<file path="src/rtl/micro_seq_pkg.sv">
// Shared types for the micro-sequencer: opcodes, FSM states, instruction field
// positions and an instruction encoder.
package micro_seq_pkg;

  typedef enum logic [2:0] {
    OP_ADD  = 3'd0,
    OP_SUB  = 3'd1,
    OP_ADDI = 3'd2,
    OP_SUBI = 3'd3,
    OP_LI   = 3'd4,
    OP_NOP  = 3'd5,
    OP_JMP  = 3'd6,
    OP_HALT = 3'd7
  } op_e;

  typedef enum logic [1:0] {
    IDLE,
    RUN,
    HALTED
  } state_e;

  localparam int RD_LSB  = 0;
  localparam int RD_MSB  = 3;
  localparam int RS2_LSB = 4;
  localparam int RS2_MSB = 7;
  localparam int RS1_LSB = 8;
  localparam int RS1_MSB = 11;
  localparam int OP_LSB  = 12;
  localparam int OP_MSB  = 14;
  localparam int IMM_LSB = 15;
  localparam int IMM_MSB = 31;

  function automatic logic [31:0] mk_inst(input op_e op, input logic [3:0] rd,
                                          input logic [3:0] rs1, input logic [3:0] rs2,
                                          input logic [16:0] imm);
    return {imm, op, rs1, rs2, rd};
  endfunction

endpackage

</file>
<file path="src/rtl/micro_seq_if.sv">
// Program-load and register read-out channels of the micro-sequencer.
// master = driver of requests (harness), slave = the core.
interface micro_seq_if #(
  parameter int AW   = 4,
  parameter int XLEN = 32
);
  logic            load_valid;
  logic            load_ready;
  logic [AW-1:0]   load_addr;
  logic [31:0]     load_data;
  logic            rd_addr_valid;
  logic            rd_addr_ready;
  logic [3:0]      rd_addr_bits;
  logic            rd_data_valid;
  logic            rd_data_ready;
  logic [XLEN-1:0] rd_data_bits;

  modport master (
    output load_valid, load_addr, load_data, rd_addr_valid, rd_addr_bits, rd_data_ready,
    input  load_ready, rd_addr_ready, rd_data_valid, rd_data_bits
  );

  modport slave (
    input  load_valid, load_addr, load_data, rd_addr_valid, rd_addr_bits, rd_data_ready,
    output load_ready, rd_addr_ready, rd_data_valid, rd_data_bits
  );
endinterface

</file>
<file path="src/rtl/micro_seq_regfile.sv">
// NREGS x XLEN register file: three combinational read ports, one synchronous
// write port. Register fields are 4 bits wide and taken modulo NREGS.
module micro_seq_regfile #(
  parameter int XLEN  = 32,
  parameter int NREGS = 16
) (
  input  logic            clk,
  input  logic            i_we,
  input  logic [3:0]      i_waddr,
  input  logic [XLEN-1:0] i_wdata,
  input  logic [3:0]      i_ra1,
  input  logic [3:0]      i_ra2,
  input  logic [3:0]      i_ra3,
  output logic [XLEN-1:0] o_rd1,
  output logic [XLEN-1:0] o_rd2,
  output logic [XLEN-1:0] o_rd3
);
  localparam int RW = (NREGS > 1) ? $clog2(NREGS) : 1;

  logic [XLEN-1:0] r_mem [NREGS];

  function automatic logic [RW-1:0] idx(input logic [3:0] a);
    return RW'(32'(a) % NREGS);
  endfunction

  always_ff @(posedge clk) begin
    if (i_we) r_mem[idx(i_waddr)] <= i_wdata;
  end

  assign o_rd1 = r_mem[idx(i_ra1)];
  assign o_rd2 = r_mem[idx(i_ra2)];
  assign o_rd3 = r_mem[idx(i_ra3)];

endmodule

</file>
<file path="src/rtl/micro_seq_core.sv">
// Single-issue micro-sequencer: run-time loadable imem, IDLE/RUN/HALTED FSM,
// retired counter and a one-entry register read-out response buffer.
// Optional MICRO_SEQ_STEP_EN adds a `step` input gating execution in RUN.
module micro_seq_core
  import micro_seq_pkg::*;
#(
  parameter int XLEN       = 32,
  parameter int NREGS      = 16,
  parameter int IMEM_DEPTH = 16
) (
  input  logic        clk,
  input  logic        reset,
  input  logic        start,
`ifdef MICRO_SEQ_STEP_EN
  input  logic        step,
`endif
  output logic        busy,
  output logic        halted,
  output logic [31:0] retired,
  micro_seq_if.slave  bus
);
  localparam int AW = $clog2(IMEM_DEPTH);

  state_e          r_state, w_state_nxt;
  logic [AW-1:0]   r_pc, w_pc_nxt;
  logic [31:0]     r_retired;
  logic [31:0]     r_imem [IMEM_DEPTH];
  logic [31:0]     w_inst;
  op_e             w_op;
  logic [XLEN-1:0] w_imm, w_rs1_val, w_rs2_val, w_rd_val, w_wdata;
  logic            w_we, w_exec, w_start_ok, w_load_en, w_rd_acc;
  logic            r_rd_valid;
  logic [XLEN-1:0] r_rd_data;

  assign w_inst     = r_imem[r_pc];
  assign w_op       = op_e'(w_inst[OP_MSB:OP_LSB]);
  assign w_imm      = XLEN'(w_inst[IMM_MSB:IMM_LSB]);
  assign w_start_ok = start && (r_state != RUN);
`ifdef MICRO_SEQ_STEP_EN
  assign w_exec     = (r_state == RUN) && step;
`else
  assign w_exec     = (r_state == RUN);
`endif

  always_comb begin
    w_state_nxt = r_state;
    w_pc_nxt    = AW'(r_pc + 1'b1);
    w_we        = 1'b0;
    w_wdata     = '0;
    case (r_state)
      IDLE, HALTED: if (start) w_state_nxt = RUN;
      RUN: begin
        if (w_exec) begin
          case (w_op)
            OP_ADD:  begin w_we = 1'b1; w_wdata = w_rs1_val + w_rs2_val; end
            OP_SUB:  begin w_we = 1'b1; w_wdata = w_rs1_val - w_rs2_val; end
            OP_ADDI: begin w_we = 1'b1; w_wdata = w_rs1_val + w_imm; end
            OP_SUBI: begin w_we = 1'b1; w_wdata = w_rs1_val - w_imm; end
            OP_LI:   begin w_we = 1'b1; w_wdata = w_imm; end
            OP_NOP:  ;
            OP_JMP:  w_pc_nxt = w_imm[AW-1:0];
            OP_HALT: begin w_state_nxt = HALTED; w_pc_nxt = r_pc; end
          endcase
        end
      end
      default: w_state_nxt = IDLE;
    endcase
  end

  always_ff @(posedge clk or posedge reset) begin
    if (reset) r_state <= IDLE;
    else       r_state <= w_state_nxt;
  end

  // HALT leaves pc on the HALT word and is not counted as retired
  always_ff @(posedge clk or posedge reset) begin
    if (reset) begin
      r_pc      <= '0;
      r_retired <= '0;
    end else if (w_start_ok) begin
      r_pc <= '0;
    end else if (w_exec) begin
      r_pc <= w_pc_nxt;
      if (w_op != OP_HALT) r_retired <= r_retired + 32'd1;
    end
  end

  assign w_load_en = bus.load_valid && (r_state != RUN);

  always_ff @(posedge clk) begin
    if (w_load_en) r_imem[bus.load_addr] <= bus.load_data;
  end

  micro_seq_regfile #(.XLEN(XLEN), .NREGS(NREGS)) u_regfile (
    .clk     (clk),
    .i_we    (w_we),
    .i_waddr (w_inst[RD_MSB:RD_LSB]),
    .i_wdata (w_wdata),
    .i_ra1   (w_inst[RS1_MSB:RS1_LSB]),
    .i_ra2   (w_inst[RS2_MSB:RS2_LSB]),
    .i_ra3   (bus.rd_addr_bits),
    .o_rd1   (w_rs1_val),
    .o_rd2   (w_rs2_val),
    .o_rd3   (w_rd_val)
  );

  // Read-out samples the register before this edge's write: no forwarding
  assign w_rd_acc = bus.rd_addr_valid && bus.rd_addr_ready;

  always_ff @(posedge clk or posedge reset) begin
    if (reset) begin
      r_rd_valid <= 1'b0;
      r_rd_data  <= '0;
    end else if (w_rd_acc) begin
      r_rd_valid <= 1'b1;
      r_rd_data  <= w_rd_val;
    end else if (bus.rd_data_ready) begin
      r_rd_valid <= 1'b0;
    end
  end

  assign bus.rd_addr_ready = !r_rd_valid || bus.rd_data_ready;
  assign bus.rd_data_valid = r_rd_valid;
  assign bus.rd_data_bits  = r_rd_data;
  assign bus.load_ready    = (r_state != RUN);
  assign busy              = (r_state == RUN);
  assign halted            = (r_state == HALTED);
  assign retired           = r_retired;

endmodule

</file>
<file path="src/flat_wrapper.sv">
// flat-port wrapper written by rule: the top's interface ports become plain ports
module micro_seq_core_flat import micro_seq_pkg::*;
#(
  parameter int XLEN       = 32,
  parameter int NREGS      = 16,
  parameter int IMEM_DEPTH = 16
)
  (clk, reset, start, busy, halted, retired, bus_load_valid, bus_load_addr, bus_load_data, bus_rd_addr_valid, bus_rd_addr_bits, bus_rd_data_ready, bus_load_ready, bus_rd_addr_ready, bus_rd_data_valid, bus_rd_data_bits);
  micro_seq_if #(.AW(4), .XLEN(XLEN)) bus_i ();
  input  logic clk;
  input  logic reset;
  input  logic start;
  output logic busy;
  output logic halted;
  output logic [31:0] retired;
  input wire logic [$bits(bus_i.load_valid)-1:0] bus_load_valid;
  input wire logic [$bits(bus_i.load_addr)-1:0] bus_load_addr;
  input wire logic [$bits(bus_i.load_data)-1:0] bus_load_data;
  input wire logic [$bits(bus_i.rd_addr_valid)-1:0] bus_rd_addr_valid;
  input wire logic [$bits(bus_i.rd_addr_bits)-1:0] bus_rd_addr_bits;
  input wire logic [$bits(bus_i.rd_data_ready)-1:0] bus_rd_data_ready;
  output wire logic [$bits(bus_i.load_ready)-1:0] bus_load_ready;
  output wire logic [$bits(bus_i.rd_addr_ready)-1:0] bus_rd_addr_ready;
  output wire logic [$bits(bus_i.rd_data_valid)-1:0] bus_rd_data_valid;
  output wire logic [$bits(bus_i.rd_data_bits)-1:0] bus_rd_data_bits;
  assign bus_i.load_valid = bus_load_valid;
  assign bus_i.load_addr = bus_load_addr;
  assign bus_i.load_data = bus_load_data;
  assign bus_i.rd_addr_valid = bus_rd_addr_valid;
  assign bus_i.rd_addr_bits = bus_rd_addr_bits;
  assign bus_i.rd_data_ready = bus_rd_data_ready;
  assign bus_load_ready = bus_i.load_ready;
  assign bus_rd_addr_ready = bus_i.rd_addr_ready;
  assign bus_rd_data_valid = bus_i.rd_data_valid;
  assign bus_rd_data_bits = bus_i.rd_data_bits;
  micro_seq_core #(.XLEN(XLEN), .NREGS(NREGS), .IMEM_DEPTH(IMEM_DEPTH)) u_core (.clk(clk), .reset(reset), .start(start), .busy(busy), .halted(halted), .retired(retired), .bus(bus_i));
endmodule
</file>
<file path="config.mk">
export PLATFORM = sky130hd
export DESIGN_NAME = micro_seq_core_flat
export DESIGN_NICKNAME = d
export VERILOG_FILES = /design/src/rtl/micro_seq_pkg.sv /design/src/rtl/micro_seq_if.sv /design/src/rtl/micro_seq_regfile.sv /design/src/rtl/micro_seq_core.sv /design/src/flat_wrapper.sv
export SDC_FILE = /design/constraint.sdc
export NUM_CORES = 2
export LEC_CHECK = 0
export CORE_MARGIN = 2
export CORE_UTILIZATION = 45
export CTS_BUF_LIST = sky130_fd_sc_hd__clkbuf_8
export DETAILED_ROUTE_END_ITERATION = 7
export GPL_TIMING_DRIVEN = 0
export PLACE_DENSITY = 0.57
export SYNTH_ARGS = -nofsm -noshare
export SYNTH_HDL_FRONTEND = slang
export SYNTH_SLANG_ARGS = --single-unit
</file>
<file path="constraint.sdc">
create_clock -name clk -period 10.7 [get_ports clk]
set_clock_uncertainty 0.05 [all_clocks]
set_input_delay 2.675 -clock clk [delete_from_list [all_inputs] [get_ports clk]]
set_output_delay 2.675 -clock clk [all_outputs]
set_load 0.02 [all_outputs]
</file>
# [Word-level counts from Yosys, hierarchy flattened]
# Memory sizes are Yosys's and may differ from the RTL's. A register that Yosys moved wholly into a read port is not among the register bits.
# Index checks and enable logic that the tools add are counted.
[totals] register_bits=39 latchBits=0 mem_bits_rw=1024 mem_bits_ro=0 inputBits=46 output_inout_bits=69 wordCells=56 memories=2
[mem_list] name="u_core.r_imem" depth=16 width=32 rd=1 rd_clocked_by_memory_dff=0 write_ports=1 line_no="micro_seq_core.sv:27" text="logic [31:0] r_imem [IMEM_DEPTH];"
[mem_list] name="u_core.u_regfile.r_mem" depth=16 width=32 rd=3 rd_clocked_by_memory_dff=1 write_ports=1 line_no="micro_seq_regfile.sv:20" text="logic [XLEN-1:0] r_mem [NREGS];"
[classes] n_addsub=6 mul=0 n_div=0 order_cmp=0 n_eq_ne=13 shifts=0 muxes=16 bitwise=1 reduce_logical=14
[ops] cell="32-bit one-hot mux with 5 select lines" n=1
[ops] cell="32-bit by 1-bit adder with 32-bit output (second input constant)" n=1
[ops] cell="32-bit by 17-bit adder with 32-bit output" n=1
[ops] cell="32-bit adder" n=1
[ops] cell="32-bit 2-to-1 mux" n=1
[ops] cell="32-bit by 17-bit subtractor with 32-bit output" n=1
[ops] cell="32-bit subtractor" n=1
[ops] cell="3-bit equality test (second input constant)" n=3
[ops] cell="1-bit 2-to-1 mux" n=8
[ops] cell="4-bit 2-to-1 mux" n=2
[ops] cell="4-bit one-hot mux with 2 select lines" n=1
[ops] cell="3-bit by 2-bit equality test with 1-bit output (second input constant)" n=2
[ops] cell="2-bit by 1-bit inequality test with 1-bit output (second input constant)" n=3
[ops] cell="5-bit OR reduction" n=1
[ops] cell="4-bit by 1-bit adder with 4-bit output (second input constant)" n=1
[ops] cell="2-bit 2-to-1 mux" n=2
[ops] cell="2-bit one-hot mux with 2 select lines" n=1
[ops] cell="2-bit AND reduction" n=2
[ops] cell="2-bit nonzero test" n=2
[ops] cell="3-bit by 1-bit equality test with 1-bit output (second input constant)" n=1
[ops] cell="1-bit logical AND" n=3
[ops] cell="3-bit logical NOT" n=1
[ops] cell="3-bit inequality test (second input constant)" n=1
[ops] cell="3-bit AND reduction" n=1
[ops] cell="8 further kinds" n=8

# [Logic depth before layout (Yosys ltp)]
# An unclocked memory read counts as a cell.
[depth] ltp_word=7 mapped_depth=33

# [Hierarchy]
# From an unflattened synthesis, not the netlist that was laid out.
[unflattened] cells_unflattened=3028 hier_area_um2=52512.9
[by_module_without_submodules] module="micro_seq_regfile" instances=1 cells_each=1348 area_per_inst_um2=26634.3 seq_area_each_um2=15374.7
[by_module_without_submodules] module="micro_seq_core" instances=1 cells_each=1680 area_per_inst_um2=25878.6 seq_area_each_um2=17151.4

# [Worst setup path before layout]
# OpenSTA, ideal clock, no wires.
[synth_path] path_type="reg-to-reg" startpoint="register u_core.r_pc[0]" endpoint="memory u_core.u_regfile.r_mem[0][31], data pin" t_arrival_ns=7.737 setup_slack_ns=2.577 path_stages_with_launch=31 n_path_buf=11 synth_period_minus_slack_ns=8.123 path_cell_list="dfrtp_1 buf_6 buf_6 buf_6 buf_6 buf_4 buf_6 buf_4 buf_2 buf_2 mux4_2 mux4_2 buf_2 buf_1 mux4_2 mux2_2 nand2_1 o21ai_0 ha_1 a21o_1 a21oi_1 a31o_2 a41oi_1 a211o_1 a2111oi_0 nor3_1 a41o_1 o21ai_0 o21a_1 nor3_1 nor3b_1"
[synth_via] elab_chain_cells=5
[synth_lines] item="from (decl)" line_no="micro_seq_core.sv:25" text="logic [AW-1:0] r_pc, w_pc_nxt;"
[synth_lines] item="from (signal assigned)" line_no="micro_seq_core.sv:83" text="r_pc <= w_pc_nxt;"
[synth_lines] item="memory read 16 x 32 bit *"
[synth_lines] item="memory read 16 x 32 bit"
[synth_lines] item="32-bit by 17-bit subtractor with 32-bit output (tied with other cells)" line_no="micro_seq_core.sv:58" text="OP_SUBI: begin w_we = 1'b1; w_wdata = w_rs1_val - w_imm; end"
[synth_lines] item="32-bit one-hot mux with 5 select lines *" line_no="micro_seq_core.sv:54" text="case (w_op)"
[synth_lines] item="32-bit 2-to-1 mux *" line_no="micro_seq_core.sv:50" text="case (r_state)"
[synth_lines] item="via u_core.u_regfile.i_wdata[31]" line_no="micro_seq_regfile.sv:10" text="input logic [XLEN-1:0] i_wdata,"
[synth_lines] item="to (decl)" line_no="micro_seq_regfile.sv:20"
# Mark *: on every way through the listed nets, which the timed path passes. The rest lies on a longest branch.

# [Worst setup path after layout]
[layout_path] startpoint="register u_core.r_pc[1]" endpoint="memory u_core.u_regfile.r_mem[14][29], data pin"
# Same word-level chain as after synthesis.

==> flow_summary_export.csv <==
group,metric,value,unit
run_status,run_status,"finished clean",
detailed_routing,remaining_drc_errors,0,
die,core,0.1216,mm^2
cts,clkTransAtPathRegs,60,ps
cts,clkLatencyLatePin,930,ps
layout,layout.cells.non_filler,5701,
setup_path,slowest_stage,"nor4b_2",
die,num_rows,128,
layout,fin_util,51.95,%
logic_synthesis,synth_fp_nets,3648,
detailed_routing,wl_met1,73900,um
setup_path,max_stage_delay,920,ps
logic_synthesis,syn-cell-area,0.05507,mm^2
sta,timing.fmax,97.05,MHz
setup_path,timing.rr.end,"u_core.u_regfile.r_mem[14][29]",
place,dp_worst_setup_slack,-2267,ps
logic_synthesis,synth_edf_count,1024,
detailed_routing,drtIter0Drc,5178,
logic_synthesis,synth_area_leaders,"edfxtp_1, mux4_2, dfrtp_1, mux2i_1, nand2_1",
place,port_buffers,111,
setup_path,worstPathRequired,11270,ps
min_path,min_path_type,"reg2reg",
setup_path,crit_path_start_kind,"flop",
cts,clock_path_buffers,3,
logic_synthesis,synth.most_common_cell,"edfxtp_1",
detailed_routing,met3_length,19380,um
cts,clock-sinks,1095,
sta,fin_crit_sh,96.29,%
global_routing,grt_pass1_vias,36185,
layout,area_growth,14.67,%
logic_synthesis,yosysTopAreaCellShare,55.84,%
setup_path,r2r_start,"u_core.r_pc[1]",
logic_synthesis,synth_top_flop_cell,"edfxtp_1",
global_routing,overflow,0,
setup_path,end_kind,"flop",
detailed_routing,ant_nets,0,
logic_synthesis,synthTopCellsByCount,"edfxtp_1, nand2_1, mux4_2",
global_routing,track_usage,30.45,%
detailed_routing,viasPerCell,6.508,
sta,worst_pin_slew,1456,ps
setup_path,cpMostUsedCell,"o21ai_0",
place,placedCellCount,5357,
logic_synthesis,ys_types,73,
logic_synthesis,avgSynthCellArea,15.45,um^2
global_routing,grt_max_degree,40,
cts,clock-root-buffer,"clkbuf_8",
sta,rsz0062_at_grt,"false",
layout,finalNetCount,4006,
min_path,min_from,"u_core.retired[17]",
detailed_routing,routedWlPerCell,33.57,um
run,drv_cap,0,
sta,slew_violations,0,
sta,finalHoldViolCount,0,
cts,cts_tree,"done",
die,dieArea,0.1252,mm^2
sta,setup-violations-final,0,
setup_path,crit_fanout,16,
global_routing,antenna_found_initial,15,
logic_synthesis,ys_async_sr_fraction,6.484,%
detailed_routing,wl,191400,um
detailed_routing,first_pass_iters,8,
min_path,holdPathEnd,"u_core.retired[17]",
die,ios,115,
place,place_congestion,0.9279,
detailed_routing,vias,37104,
logic_synthesis,netlist_instances,3565,
logic_synthesis,ys_seq_area_share,59.06,%
detailed_routing,top_layer_used,"met5",
logic_synthesis,ys.warnings.count,0,
die,die_w,353.8,um
setup_path,reg2reg_depth,25,
global_routing,grt_pass1_wl,269300,um
sta,maxSlewHeadroom,2.193,%
place,hpwlAfterDp,129900,um
cts,cts_inserted_buffers,187,
sta,whs,436.8,ps
sta,layout_min_cycle_time,10300,ps
sta,fin_ws,396.5,ps
setup_path,r2r_slack,400,ps
die,start_util,45.30,%
cts,htree_num_levels,4,
logic_synthesis,synth-seq-cells,1095,
setup_path,cp.arrival,10880,ps
setup_path,path_class,"reg2reg",
min_path,whs_path_depth,1,
logic_synthesis,synth_area_leader_cell,"edfxtp_1",
layout,drive_gt1_share,23.77,%
die,die_y,353.8,um
detailed_routing,dr_wl_met2,89950,um
critical path, delay by kind of cell (launching register included):
kind / cells / cell delay [ps]
compound gates: 10 / 3080
xor+xnor: 2 / 390
fa+ha+maj: 1 / 330
buf+inv: 3 / 1190
flops: 1 / 340
mux: 2 / 1060
simple gates: 7 / 3510
metal layers:
metal | vias to the layer above | track usage (%)
li1 | 15082 | -
met1 | 19188 | 41.18
met2 | 2344 | 47.97
met3 | 480 | 6.959
met4 | 10 | 12.18
met5 | - | 0
through the flow:
stage	area [um^2]	TNS [ps]
6_report	63150	0
5_1_grt	63140	0
4_1_cts	63030	0
3_5_place_dp	59510	-390620
3_3_place_gp	58210	-406270
2_1_floorplan	55070	0
sequential cells by signal (all words and copies together), names as in the netlist:
signal                    count
u_core.bus.rd_data_valid      1
u_core.bus.rd_data_bits      32
u_core.r_state                2
u_core.r_pc                   4
u_core.retired               32
u_core.u_regfile.r_mem      512
u_core.r_imem               512
layout make-up:
type | count | area [um^2]
Fill cell | 10117 | 58410
Sequential cell | 1095 | 32530
Multi-Input combinational cell | 2204 | 21700
Clock buffer | 191 | 2629
Timing Repair Buffer | 170 | 2213
Tap cell | 1625 | 2033
Buffer | 254 | 1155
Clock inverter | 143 | 824.5
Inverter | 11 | 43.79
Antenna cell | 8 | 20.02
repair_timing:
item,in CTS,in global routing
resized for setup,24,29
hold buffers,0,0
buffers inserted,0,1
setup endpoints to repair,416,192
pin swaps,0,1
logic make-up (layout without fill, tap and decap cells):
family                     after synthesis  count (layout)  share of synthesized area, %
AOI/OAI and AO/OA                      310             310                         3.583
other                                    0               8                             0
DFF                                   1095            1095                         59.06
muxes                                  711             711                         23.44
xor gates and xnor gates                84              84                         1.336
buffers and inverters                  266             769                         2.047
and+or+nand+nor                       1062            1062                         9.679
adders and majority gates               37              37                        0.8543
placed cells by master (no fill, tap or decap), types with 37 or more instances in the layout:
| cell type | count |
|---|---|
| edfxtp_1 | 1024 |
| nand2_1 | 459 |
| clkbuf_8 | 191 |
| nor2_1 | 104 |
| nor4_1 | 67 |
| inv_1 | 82 |
| clkdlybuf4s50_1 | 111 |
| mux2_2 | 74 |
| buf_2 | 60 |
| mux2i_1 | 174 |
| buf_1 | 39 |
| a21oi_1 | 50 |
| xnor2_1 | 49 |
| dfrtp_1 | 71 |
| clkinv_1 | 37 |
| and3b_1 | 68 |
| nor3b_1 | 70 |
| o21ai_0 | 110 |
| clkbuf_1 | 124 |
| a32oi_1 | 39 |
| nand3_1 | 97 |
| mux4_2 | 454 |
how the worst max path moves through the flow:
| stage | from | end | slack [ps] | cells after the start |
|---|---|---|---|---|
| final | u_core.r_pc[1] | u_core.u_regfile.r_mem[14][29] | 400 | 25 |
| after global placement | u_core.r_pc[3] | u_core.u_regfile.r_mem[8][31] | -2250 | 25 |
| after detailed placement | u_core.r_pc[3] | u_core.u_regfile.r_mem[8][31] | -2270 | 26 |
| after CTS | u_core.r_pc[3] | u_core.u_regfile.r_mem[2][30] | 9 | 28 |
| after global routing | u_core.r_pc[0] | u_core.u_regfile.r_mem[8][22] | 40 | 31 |
| after floorplan | u_core.r_pc[0] | u_core.u_regfile.r_mem[0][31] | 2580 | 30 |
Power is left out: the tool's default activity adds up to more than one toggle a clock period on the data nets, which glitch-free logic cannot reach.
